File: src/rtl/lcd_timing_pkg.sv
// Shared timing constants and control-bundle type for the 800x480 LCD pipeline.
// The colour stage and the bench import this package too.
package lcd_timing_pkg;

    localparam int unsigned H_SYNC   = 1;
    localparam int unsigned H_BP     = 215;
    localparam int unsigned H_ACTIVE = 800;
    localparam int unsigned H_FP     = 40;
    localparam int unsigned V_SYNC   = 1;
    localparam int unsigned V_BP     = 34;
    localparam int unsigned V_ACTIVE = 480;
    localparam int unsigned V_FP     = 10;

    localparam int unsigned H_TOTAL = H_SYNC + H_BP + H_ACTIVE + H_FP;
    localparam int unsigned V_TOTAL = V_SYNC + V_BP + V_ACTIVE + V_FP;

    // Active window bounds; END is exclusive.
    localparam int unsigned H_ACT_START = H_SYNC + H_BP;
    localparam int unsigned H_ACT_END   = H_ACT_START + H_ACTIVE;
    localparam int unsigned V_ACT_START = V_SYNC + V_BP;
    localparam int unsigned V_ACT_END   = V_ACT_START + V_ACTIVE;

    localparam int unsigned H_W   = 11;
    localparam int unsigned V_W   = 10;
    localparam int unsigned COL_W = 10;
    localparam int unsigned ROW_W = 9;

    typedef struct packed {
        logic             hd;
        logic             vd;
        logic             den;
        logic [COL_W-1:0] col;
        logic [ROW_W-1:0] row;
        logic             frame_start;
    } lcd_ctrl_t;

    // Decode of the last pixel of a frame, which is where reset parks the counters.
    localparam lcd_ctrl_t LCD_CTRL_RST = '{
        hd:          1'b1,
        vd:          1'b1,
        den:         1'b0,
        col:         '0,
        row:         '0,
        frame_start: 1'b0
    };

endpackage

File: src/rtl/lcd_pos_counter.sv
// Horizontal/vertical position counter pair, advanced once per pixel tick.
// Exposes the next-state position so the caller can register its decode on the same edge.
module lcd_pos_counter
    import lcd_timing_pkg::*;
#(
    parameter int unsigned P_H_TOTAL = H_TOTAL,
    parameter int unsigned P_V_TOTAL = V_TOTAL
) (
    input  logic           clk,
    input  logic           rst_n,
    input  logic           en_i,
    output logic [H_W-1:0] h_nxt_o,
    output logic [V_W-1:0] v_nxt_o,
    output logic           frame_wrap_o
);

    localparam logic [H_W-1:0] H_LAST = H_W'(P_H_TOTAL - 1);
    localparam logic [V_W-1:0] V_LAST = V_W'(P_V_TOTAL - 1);

    logic [H_W-1:0] h_q, h_d;
    logic [V_W-1:0] v_q, v_d;

    always_comb begin
        // NOTE: every output of this block gets a default first, so no path can infer a latch.
        h_d          = h_q;
        v_d          = v_q;
        frame_wrap_o = 1'b0;
        if (en_i) begin
            if (h_q == H_LAST) begin
                h_d = '0;
                if (v_q == V_LAST) begin
                    v_d          = '0;
                    frame_wrap_o = 1'b1;
                end else begin
                    v_d = v_q + 1'b1;
                end
            end else begin
                h_d = h_q + 1'b1;
            end
        end
    end

    always_ff @(posedge clk or negedge rst_n) begin
        // NOTE: sequential state uses non-blocking assignments so all registers sample pre-edge values.
        if (!rst_n) begin
            h_q <= H_LAST;
            v_q <= V_LAST;
        end else begin
            h_q <= h_d;
            v_q <= v_d;
        end
    end

    assign h_nxt_o = h_d;
    assign v_nxt_o = v_d;

endmodule

File: src/rtl/lcd_timing_gen.sv
// LCD timing generator: NCLK = CLK/2, panel syncs, data enable and active-area coordinates.
// Positions advance when NCLK falls, so every output is stable at the NCLK rising edge.
module lcd_timing_gen
    import lcd_timing_pkg::*;
#(
    parameter int unsigned P_H_SYNC   = H_SYNC,
    parameter int unsigned P_H_BP     = H_BP,
    parameter int unsigned P_H_ACTIVE = H_ACTIVE,
    parameter int unsigned P_H_FP     = H_FP,
    parameter int unsigned P_V_SYNC   = V_SYNC,
    parameter int unsigned P_V_BP     = V_BP,
    parameter int unsigned P_V_ACTIVE = V_ACTIVE,
    parameter int unsigned P_V_FP     = V_FP
) (
    input  logic             CLK,
    input  logic             RST_n,
    output logic             NCLK,
    output logic             GREST,
    output logic             HD,
    output logic             VD,
    output logic             DEN,
    output logic [COL_W-1:0] COL,
    output logic [ROW_W-1:0] ROW,
    output logic             FRAME_START
);

    localparam int unsigned P_H_TOTAL = P_H_SYNC + P_H_BP + P_H_ACTIVE + P_H_FP;
    localparam int unsigned P_V_TOTAL = P_V_SYNC + P_V_BP + P_V_ACTIVE + P_V_FP;

    localparam logic [H_W-1:0] H_SYNC_END = H_W'(P_H_SYNC);
    localparam logic [H_W-1:0] H_ACT_S    = H_W'(P_H_SYNC + P_H_BP);
    localparam logic [H_W-1:0] H_ACT_E    = H_W'(P_H_SYNC + P_H_BP + P_H_ACTIVE);
    localparam logic [V_W-1:0] V_SYNC_END = V_W'(P_V_SYNC);
    localparam logic [V_W-1:0] V_ACT_S    = V_W'(P_V_SYNC + P_V_BP);
    localparam logic [V_W-1:0] V_ACT_E    = V_W'(P_V_SYNC + P_V_BP + P_V_ACTIVE);

    logic           nclk_q;
    logic           grest_q;
    logic [H_W-1:0] h_nxt;
    logic [V_W-1:0] v_nxt;
    logic           frame_wrap;
    logic           hact;
    logic           vact;
    lcd_ctrl_t      ctrl_q, ctrl_d;

    lcd_pos_counter #(
        .P_H_TOTAL (P_H_TOTAL),
        .P_V_TOTAL (P_V_TOTAL)
    ) u_pos (
        .clk          (CLK),
        .rst_n        (RST_n),
        .en_i         (nclk_q),
        .h_nxt_o      (h_nxt),
        .v_nxt_o      (v_nxt),
        .frame_wrap_o (frame_wrap)
    );

    // Decode the position the counters move to, so outputs and h/v change on the same edge.
    always_comb begin
        hact   = (h_nxt >= H_ACT_S) && (h_nxt < H_ACT_E);
        vact   = (v_nxt >= V_ACT_S) && (v_nxt < V_ACT_E);
        ctrl_d = ctrl_q;
        if (nclk_q) begin
            ctrl_d.hd          = (h_nxt >= H_SYNC_END);
            ctrl_d.vd          = (v_nxt >= V_SYNC_END);
            ctrl_d.den         = hact && vact;
            ctrl_d.col         = (hact && vact) ? COL_W'(h_nxt - H_ACT_S) : '0;
            ctrl_d.row         = vact ? ROW_W'(v_nxt - V_ACT_S) : '0;
            ctrl_d.frame_start = frame_wrap;
        end
    end

    always_ff @(posedge CLK or negedge RST_n) begin
        if (!RST_n) begin
            nclk_q  <= 1'b0;
            grest_q <= 1'b0;
            ctrl_q  <= LCD_CTRL_RST;
        end else begin
            nclk_q  <= ~nclk_q;
            grest_q <= 1'b1;
            ctrl_q  <= ctrl_d;
        end
    end

    assign NCLK        = nclk_q;
    assign GREST       = grest_q;
    assign HD          = ctrl_q.hd;
    assign VD          = ctrl_q.vd;
    assign DEN         = ctrl_q.den;
    assign COL         = ctrl_q.col;
    assign ROW         = ctrl_q.row;
    assign FRAME_START = ctrl_q.frame_start;

endmodule

File: config.mk
export PLATFORM = sky130hd
export DESIGN_NAME = lcd_timing_gen
export DESIGN_NICKNAME = d
export VERILOG_FILES = /design/src/rtl/lcd_timing_pkg.sv /design/src/rtl/lcd_pos_counter.sv /design/src/rtl/lcd_timing_gen.sv
export SDC_FILE = /design/constraint.sdc
export NUM_CORES = 1
export LEC_CHECK = 0
export CELL_PAD_IN_SITES_DETAIL_PLACEMENT = 0
export CELL_PAD_IN_SITES_GLOBAL_PLACEMENT = 1
export CORE_MARGIN = 2
export CORE_UTILIZATION = 44
export DETAILED_ROUTE_END_ITERATION = 10
export PLACE_DENSITY = 0.8
export SLEW_MARGIN = 10
export SYNTH_ARGS = -nofsm -noshare
export SYNTH_HDL_FRONTEND = slang
export SYNTH_HIERARCHICAL = 1
export SYNTH_SLANG_ARGS = --single-unit
File: constraint.sdc
create_clock -name CLK -period 3.7 [get_ports CLK]
set_clock_uncertainty 0.15 [all_clocks]
set_input_delay 0.925 -clock CLK [delete_from_list [all_inputs] [get_ports CLK]]
set_output_delay 0.925 -clock CLK [all_outputs]
set_load 0.005 [all_outputs]
==> summary.md <==
| Metric | Value |
|---|---|
| Skew-Pair Late Insertion Delay | around 0.29 ns |
| Die Area | around 6300 µm² |
| Worst hold path class | flop to flop |
| Max Clk Rate | around 0.28 GHz |
| Post-synth ARST share | 100% |
| Drt pass-1 iters | 4 |
| RSZ-0062 raised after global routing | no |
| DR vias | roughly 1.8k |
| CTS hold repair buffers | 0 |
| DRC | 0 |
| Iter 0 DRT Violations | between 100 and 150 |
| Syn Inst Count | ~230 |
| Worst setup margin | 0.169 ns |
| Netlist cell types | between 40 and 50 |
| Layout cells sized above 1 | roughly a fifth |
| PD cells | ~310 nW/µm² |
| VDD IR max | 0.183 mV |
| Row cnt | 27 |
| Register area share after synthesis | 46.9% |
| Post-route clock period utilization | roughly 95% |
| Crit-path max FO | 20 |
| P_int | between 0.7 and 0.8 mW |
| Sw Share | a little under a fifth |
| GRT Overall Usage | 17.3% |
| Die X | about 79 µm |
| Reg2reg path depth | 10 |
| Post-Syn Area | 2480 µm² |
| Global route overflow | 0 |
| Comb pwr share | under 10% |
| Worst path slowest cell | or4_1 |
| Critical-path cell list | or4b_4, or4_1, or3_2, nand3_1, buf_4, nor4_2, and3_1, o21ai_2, buf_12, o32ai_2 |
| Clock share of power | around 46% |
| Synth Area per Inst | ~11 µm² |
| Seq. cell area | about 1200 µm² |
| Max_cap viols | 0 |
| Hold_sp | ROW[0] |
| Slew headroom | approximately a third |
| Critical Path Start Type | flop |
| # resized after CTS | 0 |
| Status | completed |
| CP endpoint kind | flop |
| Vias per Instance | between 5 and 6 |
| Fillers | ~510 |
| Chip height | between 70 and 80 µm |
| Xor/xnor cell area share of the yosys netlist | under 10% |
| RR Endpoint | COL[8] |
| Worst Max-Slew Pin Slew | about 0.99 ns |
| Worst Path Arrival | 3.55 ns |
| Deepest clock path buffer count | 2 |
| WL/cell | 14.4 µm |
| Footprint of the multi-input gates | roughly 1200 µm² |
| Worst r2r src | u_pos/h_q[10] |
| Critical path's largest stage delay | ~0.64 ns |
| Minimum clock period | 3.53 ns |
| IO Pins | 27 |
| Final wirelength | between 4000 and 5000 µm |
| Post-CTS Setup Bufs | 0 |
| #FFs+latches synth | 46 |
| Pleak | 1.27 nW |
| Initial antenna violation count | 0 |
| TritonCTS clock tree | built |
| Post-Syn Nets | approximately 240 |
| Prevailing post-synth register cell | dfrtp_1 |
| First-pass GRT wire length | between 8000 and 9000 µm |
| Initial core utilization | a little under half |
| Hold-critical path endpoint | ROW[0] |
| CORE AREA | between 5000 and 6000 µm² |
| Ant diodes | 0 |
| Post-synth EDFFs | 0 |
| Multiplexer share of the synthesized area | between 1 and 1.5% |
| Hold Crit Depth | 1 |
| Post-Synth Simple-Gate Area | between 15 and 20% |
| Reg clk slew, reported paths | about 0.09 ns |
| CTS H-tree depth | 2 |
| Sinks on Clock Net | 46 |
| Clock Root Buffer | clkbuf_8 |
| Area Growth Syn to Fin | 22.2% |
| Dpl hpwl | ~3500 µm |
| Setup Crit Path Kind | flop to flop |
| Routed Antenna Nets | 0 |
| Sum Neg Setup Slack | 0 ns |
| Clock buffer count from CTS | 5 |
| R2R setup slack | roughly 0.17 ns |
| Sequential power share | 52.8% |
| Most common cell after layout, fill and taps aside | dfrtp_1 |
| DP Worst Slack | approximately 0.22 ns |
| Vias in the first global route | about 1.8k |
| Post-Synth Adder-Cell Area | around 4.0% |
| Routability cong. | between 0.8 and 0.9 |
| Compound-gate portion of the synthesized area | about 18% |
| Largest family of logic cells by synthesized area | compound AO/OA/AOI/OAI gates |
| Most frequent cells in the layout | dfrtp_1, inv_1, clkdlybuf4s50_1 |
| Synth Warn # | 6 |
| CP required | between 3 and 4 ns |
| Final Max Tran Viols | 0 |
| Port bufs | 26 |
| Largest net degree at the start of global routing | between 40 and 50 |
| Layout Nets | between 200 and 300 |
| Final setup vio count | 0 |
| P_sw | roughly 0.18 mW |
| Final Hold Vio Count | 0 |
[sequential cells by signal, indices dropped and copies added (netlist names)]
register,flops
u_pos/v_q,10
ROW,9
FRAME_START,1
HD,1
DEN,1
COL,10
GREST,1
VD,1
u_pos/h_q,11
NCLK,1
[area by class of cell]
type	count	area share (%)
Sequential cell	46	38.4
Multi-Input combinational cell	150	38.3
Timing Repair Buffer	39	12.5
Inverter	27	3.34
Tap cell	72	2.97
Clock buffer	5	2.27
Clock inverter	3	2.27
[kinds of logic after synthesis]
| group | count (synthesis) |
|---|---|
| other | 1 |
| DFF | 46 |
| xor gates and xnor gates | 22 |
| muxes | 3 |
| AOI/OAI and AO/OA | 45 |
| buffers and inverters | 36 |
| and+or+nand+nor | 71 |
| adders and majority gates | 8 |
[synthesized netlist by cell type, drive strengths merged (3+ instances only)]
| master | count | area share [%] |
|---|---|---|
| and3 | 3 | 0.81 |
| ha | 8 | 4.0 |
| nor2 | 12 | 1.8 |
| a21oi | 6 | 1.2 |
| xnor2 | 14 | 4.9 |
| dfrtp | 35 | 35 |
| inv | 27 | 4.1 |
| nand4 | 6 | 1.5 |
| o2bb2ai | 10 | 3.5 |
| clkbuf | 5 | 0.81 |
| buf | 4 | 1.4 |
| o32ai | 10 | 6.5 |
| o211ai | 3 | 0.91 |
| nand2 | 14 | 2.1 |
| nor4 | 8 | 2.5 |
| o21ai | 6 | 1.4 |
| dfstp | 11 | 12 |
| mux2 | 3 | 1.4 |
| nand3 | 13 | 2.6 |
| xor2 | 8 | 2.8 |
[per-stage QoR]
stage                     cells  util (%)  area, µm²  hold slack, ns  total power [mW]
after floorplan             232         -       2480           0.325             0.513
after global placement      334      52.9       2900           0.327             0.525
after detailed placement    334      52.9       2900           0.322             0.525
after CTS                   342      55.4       3030           0.347             0.972
after global routing        342      55.4       3030           0.367             0.990
final                       342      55.4       3030           0.343             0.953
[power by group through the flow]
stage	clock, mW	combinational [mW]	sequential (mW)
2_1_floorplan	0	0.0000883	0.513
3_3_place_gp	0	0.0115	0.513
3_5_place_dp	0	0.0116	0.513
4_1_cts	0.457	0.0115	0.504
5_1_grt	0.473	0.0131	0.504
6_report	0.439	0.0108	0.504
[metal layers]
metal | GRT usage (%) | vias to the layer above | wire [µm] | share of wire, %
met2 | 24.7 | 44 | 2120 | 43
met3 | 3.07 | 2 | 174 | 3.5
met1 | 26.5 | 840 | 2570 | 52
met4 | 5.69 | 0 | 49 | 1.0
met5 | 0 | - | 0 | 0
li1 | - | 912 | - | -
[worst max path at each step]
stage	from	endpoint	slack (ns)	cells past startpoint
3_5_place_dp	u_pos/h_q[10]	COL[5]	0.22	10
4_1_cts	u_pos/h_q[10]	COL[5]	0.17	10
3_3_place_gp	u_pos/h_q[10]	COL[5]	0.25	10
5_1_grt	u_pos/h_q[10]	COL[8]	0.05	10
2_1_floorplan	u_pos/h_q[10]	COL[5]	0.33	10
6_report	u_pos/h_q[10]	COL[8]	0.17	10
[worst max-delay path, delay by kind of cell, from the launching register on]
kind	cells	cell delay, ns
and+or+nand+nor	6	2.07
AOI/OAI and AO/OA	2	0.25
DFF	1	0.55
buffers and inverters	2	0.36
(Power assumes the default switching activity.)
